**config.mk**
```make
export PLATFORM = sky130hd
export DESIGN_NAME = jtbubl_sndcomm
export DESIGN_NICKNAME = d
export VERILOG_FILES = /design/src/rtl/jtbubl_pkg.sv /design/src/rtl/jtbubl_rststretch.sv /design/src/rtl/jtbubl_sndcomm.sv
export SDC_FILE = /design/constraint.sdc
export NUM_CORES = 1
export LEC_CHECK = 0
export ABC_AREA = 1
export CAP_MARGIN = 20
export CORE_UTILIZATION = 42
export DETAILED_ROUTE_END_ITERATION = 8
export GPL_TIMING_DRIVEN = 0
export PLACE_DENSITY = 0.78
export REMOVE_ABC_BUFFERS = 1
export SETUP_SLACK_MARGIN = 0.15
export SYNTH_ARGS = -nofsm -noshare
export SYNTH_HDL_FRONTEND = slang
export SYNTH_SLANG_ARGS = --single-unit
```
**constraint.sdc**
```tcl
create_clock -name clk24 -period 2.37 [get_ports clk24]
set_clock_uncertainty 0.2 [all_clocks]
set_input_delay 0.3555 -clock clk24 [delete_from_list [all_inputs] [get_ports clk24]]
set_output_delay 0.3555 -clock clk24 [all_outputs]
set_load 0.01 [all_outputs]
```
**src/rtl/jtbubl_pkg.sv**
```systemverilog
// Shared definitions for the Bubble Bobble sound-CPU communication block.
package jtbubl_pkg;
  typedef enum logic [1:0] {
    ST_IDLE    = 2'd0,
    ST_HOLD    = 2'd1,
    ST_WAITREL = 2'd2
  } rst_st_e;

  localparam int STAT_LATCH = 0;
  localparam int STAT_REPLY = 1;
  localparam int STAT_OVR   = 2;

  localparam int RSTLEN_DEF = 16;
endpackage

```
**src/rtl/jtbubl_rststretch.sv**
```systemverilog
// Sound-CPU reset stretcher: holds rst_out for RSTLEN cen6 ticks, then waits for the request to drop.
module jtbubl_rststretch
  import jtbubl_pkg::*;
#(
  parameter int RSTLEN = RSTLEN_DEF
) (
  input  logic clk24,
  input  logic rst_n,
  input  logic cen6,
  input  logic req_we,
  input  logic req,
  output logic rst_out
);
  localparam int CW = (RSTLEN > 1) ? $clog2(RSTLEN) : 1;
  localparam logic [CW-1:0] CNT_INIT = CW'(RSTLEN - 1);

  rst_st_e st, st_nx;
  logic [CW-1:0] cnt, cnt_nx;
  logic rq, rq_nx;

  always_ff @(posedge clk24 or negedge rst_n) begin
    if (!rst_n) begin
      st  <= ST_HOLD;
      cnt <= CNT_INIT;
      rq  <= 1'b0;
    end else begin
      st  <= st_nx;
      cnt <= cnt_nx;
      rq  <= rq_nx;
    end
  end

  // The request bit is always recorded, but only IDLE reacts to a new 1,
  // so repeated requests never restart an ongoing hold.
  always_comb begin
    st_nx  = st;
    cnt_nx = cnt;
    rq_nx  = req_we ? req : rq;
    case (st)
      ST_IDLE: begin
        if (req_we && req) begin
          st_nx  = ST_HOLD;
          cnt_nx = CNT_INIT;
        end
      end
      ST_HOLD: begin
        if (cen6) begin
          if (cnt == '0) st_nx = ST_WAITREL;
          else           cnt_nx = cnt - CW'(1);
        end
      end
      ST_WAITREL: begin
        if (!rq) st_nx = ST_IDLE;
      end
      default: st_nx = ST_HOLD;
    endcase
  end

  assign rst_out = (st != ST_IDLE);
endmodule

```
**src/rtl/jtbubl_sndcomm.sv**
```systemverilog
// Main/sound CPU mailbox: command latch, reply latch, status flags, NMI and sound reset.
module jtbubl_sndcomm
  import jtbubl_pkg::*;
#(
  parameter int RSTLEN = RSTLEN_DEF
) (
  input  logic       clk24,
  input  logic       rst_n,
  input  logic       cen6,
  input  logic       main_latch_we,
  input  logic       main_rst_we,
  input  logic       main_reply_rd,
  input  logic       main_stat_rd,
  input  logic [7:0] main_din,
  output logic [7:0] main_reply,
  output logic [7:0] main_status,
  output logic [7:0] snd_latch,
  input  logic       snd_latch_rd,
  input  logic       snd_reply_we,
  input  logic       snd_nmi_en_we,
  input  logic [7:0] snd_din,
  output logic       snd_nmi_n,
  output logic       snd_rst
);
  logic latch_full, reply_full, overrun, nmi_en;

  jtbubl_rststretch #(.RSTLEN(RSTLEN)) u_rst (
    .clk24  (clk24),
    .rst_n  (rst_n),
    .cen6   (cen6),
    .req_we (main_rst_we),
    .req    (main_din[0]),
    .rst_out(snd_rst)
  );

  // Main-side writes are accepted even while the sound CPU is in reset.
  always_ff @(posedge clk24 or negedge rst_n) begin
    if (!rst_n) begin
      snd_latch  <= 8'd0;
      latch_full <= 1'b0;
      overrun    <= 1'b0;
    end else begin
      if (main_latch_we) begin
        snd_latch  <= main_din;
        latch_full <= 1'b1;
      end else if (snd_latch_rd && !snd_rst) begin
        latch_full <= 1'b0;
      end
      if (main_latch_we && latch_full) overrun <= 1'b1;
      else if (main_stat_rd)           overrun <= 1'b0;
    end
  end

  always_ff @(posedge clk24 or negedge rst_n) begin
    if (!rst_n) begin
      main_reply <= 8'd0;
      reply_full <= 1'b0;
      nmi_en     <= 1'b1;
    end else if (snd_rst) begin
      reply_full <= 1'b0;
      nmi_en     <= 1'b1;
    end else begin
      if (snd_reply_we) begin
        main_reply <= snd_din;
        reply_full <= 1'b1;
      end else if (main_reply_rd) begin
        reply_full <= 1'b0;
      end
      if (snd_nmi_en_we) nmi_en <= snd_din[0];
    end
  end

  // Masking with snd_rst hides a stale reply_full during the first reset cycle.
  always_comb begin
    main_status             = 8'd0;
    main_status[STAT_LATCH] = latch_full;
    main_status[STAT_REPLY] = reply_full & ~snd_rst;
    main_status[STAT_OVR]   = overrun;
  end

  assign snd_nmi_n = ~(latch_full & nmi_en);
endmodule

```
# Word-level counts from Yosys, hierarchy flattened
# Index checks and enable logic that the tools add are counted.
op_classes:
  reduce_logical: 15
  eq_ne: 7
  n_addsub: 1
  n_mux: 18
  bitwise: 4
ops:
  columns: ["op", "count"]
  rows:
  - ["$mux W4", 3]
  - ["$reduce_bool A2 Y1", 5]
  - ["$mux W1", 9]
  - ["$mux W2", 4]
  - ["$pmux W4 S2", 1]
  - ["$reduce_and A4 Y1", 2]
  - ["$ne A2 B2 Y1 const B", 3]
  - ["$pmux W2 S3", 1]
  - ["$logic_not A4 Y1", 1]
  - ["$ne A2 B1 Y1 const B", 2]
  - ["$sub A4 B1 Y4 const B", 1]
  - ["$logic_and A1 B1 Y1", 3]
  - ["$reduce_bool A3 Y1", 1]
  - ["$and A1 B1 Y1", 2]
  - ["$eq A2 B1 Y1 const B", 1]
  - ["$eq A2 B2 Y1 const B", 1]
  - ["$logic_not A2 Y1", 1]
  - ["$not A1 Y1", 2]
  - ["$reduce_and A2 Y1", 1]
  - ["$logic_not A1 Y1", 1]
totals:
  reg_bits: 27
  out_inout_bits: 26
  inputBits: 26

# Depth between registers and ports, before layout
# Gate-level depths: netlist of run 1.
logic_depth:
  depth_word: 5
  mapped_depth: 8

# Modules after synthesis
# Synthesis of run 1 repeated with hierarchy kept, for this count alone.
unflattened:
  hier_cells: 163
  hier_area_um2: 1360.1
by_module_without_submodules:
  columns: ["mod", "area_per_inst_um2", "instances", "seq_area_each_um2", "cells_per_inst"]
  rows:
  - ["jtbubl_sndcomm", 869.6, 1, 501.7, 98]
  - ["jtbubl_rststretch", 490.5, 1, 181.4, 65]

# Worst setup path after synthesis of run 1
# OpenSTA, ideal clock, no wires.
synth_path:
  kind: "reg2reg"
  start: "register u_rst.st[0]"
  end: "register main_reply[0]"
  t_arrival_ns: 1.313
  setup_slack_ns: 0.732
  path_stages_with_launch: 5
  setup_ns: 0.125
  path_buffers: 0
  cell_sequence: "dfstp_2 -> inv_1 -> ha_1 -> nand2_2 -> mux2_2"
synth_between:
  elab_chain_cells: 3
synth_rtl:
  columns: ["element", "line_no", "rtl"]
  rows:
  - ["from (decl)", "jtbubl_rststretch.sv:17", "rst_st_e st, st_nx;"]
  - ["from (signal assigned)", "jtbubl_rststretch.sv:27", "st <= st_nx;"]
  - ["$reduce_bool A2 Y1", "jtbubl_rststretch.sv:59", "assign rst_out = (st != ST_IDLE);"]
  - ["$not A1 Y1 (no line)", null, null]
  - ["$reduce_and A2 Y1 (no line)", null, null]
  - ["to (signal assigned)", "jtbubl_sndcomm.sv:64", "main_reply <= snd_din;"]
  - ["to (decl)", "jtbubl_sndcomm.sv:15", "output logic [7:0] main_reply,"]
# Every way passes these cells.
# A chain may end at the register's enable or synchronous reset.

# Worst setup path in the final report of run 1
layout_path:
  start: "register u_rst.st[0]"
  end: "output port main_status[1]"
layout_between:
  elab_chain_cells: 3
layout_rtl:
  columns: ["element", "line_no", "rtl"]
  rows:
  - ["$reduce_bool A2 Y1", "jtbubl_rststretch.sv:59", null]
  - ["$not A1 Y1 (no line)", null, null]
  - ["$and A1 B1 Y1", "jtbubl_sndcomm.sv:77", "main_status[STAT_REPLY] = reply_full & ~snd_rst;"]
  - ["to (decl)", "jtbubl_sndcomm.sv:16", "output logic [7:0] main_status,"]
# Every way passes these cells.

==> results of run 1 <==
-- layout make-up --
class / instances / share of cell area [%]
sequential: 27 / 37.4
multi-input combinational: 93 / 28.3
timing repair buffer: 48 / 27.0
inverter: 17 / 3.50
tap: 31 / 2.13
clock buffer: 3 / 1.23
clock inverter: 1 / 0.412
-- worst max path at each step --
stage,startpoint,cells past startpoint,slack [ns],endpoint
2_1_floorplan,u_rst.st[0],4,0.73,main_reply[0]
6_report,u_rst.st[0],5,0.28,main_status[1]
5_1_grt,u_rst.st[0],5,0.20,main_status[1]
4_1_cts,u_rst.st[0],5,0.25,main_status[1]
3_3_place_gp,u_rst.st[0],4,0.28,snd_rst
3_5_place_dp,u_rst.st[0],4,0.26,snd_rst
-- logic make-up after synthesis --
group                      synth area share [%]
DFF                                        52.9
and+or+nand+nor                            22.6
buffers and inverters                      9.39
muxes                                      6.97
AOI/OAI and AO/OA                          3.10
adders and majority gates                  4.84
other                                     0.290
-- layout by cell type (no fill, tap or decap), types with 2 or more instances in the layout --
cell type / instances
o21ai_0: 7
dlygate4sd2_1: 2
dfstp_2: 6
nand3_1: 8
clkbuf_4: 3
clkdlybuf4s50_1: 44
nand2_1: 53
dfrtp_1: 21
nor2_1: 2
conb_1: 5
ha_1: 4
inv_1: 16
mux2_2: 8
-- routing by layer --
| metal | up-vias | global-route usage, % | share of wire (%) |
|---|---|---|---|
| met3 | 6 | 4.99 | 7.3 |
| met1 | 484 | 21.1 | 40 |
| li1 | 525 | - | - |
| met5 | - | 0 | 0 |
| met4 | 0 | 6.97 | 2.0 |
| met2 | 39 | 29.6 | 51 |
-- registers in the layout (all words and copies together), names as in the netlist, 2 cells and up --
| signal | flops |
|---|---|
| snd_latch | 8 |
| main_reply | 8 |
| u_rst.cnt | 4 |
| u_rst.st | 2 |
-- repair_timing --
action | CTS | global route
resized for setup | 4 | 0
setup buffers | 1 | 0
setup endpoints to repair | 2 | 0
hold buffers | 0 | 0
-- worst max-delay path, stage by stage, from the launching register on --
cell           delay (ns)
dfstp_2              0.55
inv_1                0.08
ha_4                 0.19
nand2_1              0.08
inv_1                0.04
dlygate4sd2_1        0.28
-- metrics by stage --
step / total power [mW] / area [µm²]
6_report: 1.95 / 1820
5_1_grt: 2.12 / 1820
4_1_cts: 1.98 / 1820
3_5_place_dp: 1.75 / 1780
3_3_place_gp: 1.70 / 1750
2_1_floorplan: 1.33 / 1250
-- synthesized netlist by cell type, drive strengths merged --
library cell  instances  area [µm²]
dfstp                 6         158
ha                    5        62.6
nor2                  2        7.51
nand2                55         216
clkinv                1        3.75
buf                   8        57.6
conb                  1        3.75
o21ai                 7        35.0
inv                  16        60.1
nand3b                2        27.5
nand3                 8        40.0
mux2                  8        90.1
dfrtp                21         526
a21oi                 1        5.00
-- power breakdown --
| group | internal [mW] | leakage, nW | switching [mW] | total (mW) |
|---|---|---|---|---|
| logic | 0.507 | 0.585 | 0.498 | 1.00 |
| registers | 0.658 | 0.313 | 0.0892 | 0.748 |
| clock network | 0.0645 | 0.0139 | 0.137 | 0.201 |
==> qor.yml, run 1 <==
multi_input_area_um2: 515
start_util_pct: 45.7
clk_path_buf_depth: 2
fin_nets: 221
yosys_warnings: 0
fillers: 240
wirelength_um: 2540
ys_types: 18
drcViolationCount: 5
ys_seq_area_share_pct: 52.9
grt_usage_pct: 17.5
worstSetupStartpointType: "register"
ir_drop_mv: 0.565
cp_max_fo: 5
drtIter0Drc: 32
rows: 19
synth_area_mm2: 0.00129
fin_tns_setup_ns: 0
crit_required_ns: 1.81
port_buffers: 46
tightest_slew_ns: 0.614
violations: "design-rule violations"
vias_per_cell: 4.79
end_kind: "output port"
areaGrowthSynthToFinish_pct: 41.1
io_pins: 52
rr_worst_depth: 7
status: "finished with violations"
rsz0062_at_grt: "no"
core_area_mm2: 0.00283
synthCells: 141
yosys_register_bits: 27
grt_first_pass_wirelength_um: 4440
rrSetupSlack_ns: 0.70
avgRoutedWirePerCell_um: 11.5
grt.overflow.total: 0
grt_max_degree: 18
seq_area_um2: 683
worstSkewPairLatency_ns: 0.32
r2r_end: "u_rst.st[1]"
critical_path_class: "register to output port"
dp_hpwl_um: 2100
avgSynthCellArea_um2: 9.17
power.density_mw_per_mm2: 1070
p_leak_nw: 0.912
hold_ws_ns: 0.192
fmax_mhz: 479
die_area_mm2: 0.00330
hold_violations: 0
die_y_um: 57.5
cts.sinks: 27
drv_slew: 0
finalCritPeriodShare_pct: 88.2
first_pass_iters: 6
arrival_ns: 1.53
postRouteAntennaNets: 0
setup_ws_ns: 0.280
cts.clk_slew.worst_paths_ns: 0.15
antenna_found_initial: 0
n_antenna_cell: 0
route.vias.total: 1054
relSlewSlack_pct: 58.9
fin_cells: 220
numCtsBuffers: 3
placed_cells: 215
hp-class: "input pin to asynchronous set/reset pin"
cts-root-buf: "clkbuf_4"
final_util_pct: 64.5
h-tree-depth: 1
grt_pass1_vias: 1043
tritoncts: "done"
die_w_um: 57.5
pre_cts_ws_ns: 0.260
layout-drive-gt1-share_pct: 12.7
finalCriticalPeriod_ns: 2.09
crit-reg2reg-launch: "u_rst.st[0]"
cap_violations: 0
setup_viol: 0
place_congestion: 0.701
No activity file was read; power rests on OpenSTA's default activity.
==> run 2: changes to the inputs <==
--- a/config.mk
+++ b/config.mk
@@ -9,6 +9,7 @@
 export CAP_MARGIN = 20
 export CORE_UTILIZATION = 42
 export DETAILED_ROUTE_END_ITERATION = 8
+export GPL_ROUTABILITY_DRIVEN = 0
 export GPL_TIMING_DRIVEN = 0
 export PLACE_DENSITY = 0.78
 export REMOVE_ABC_BUFFERS = 1
==> results of run 2 <==
The final DEF is identical to that of run 1; final timing and power are the same.
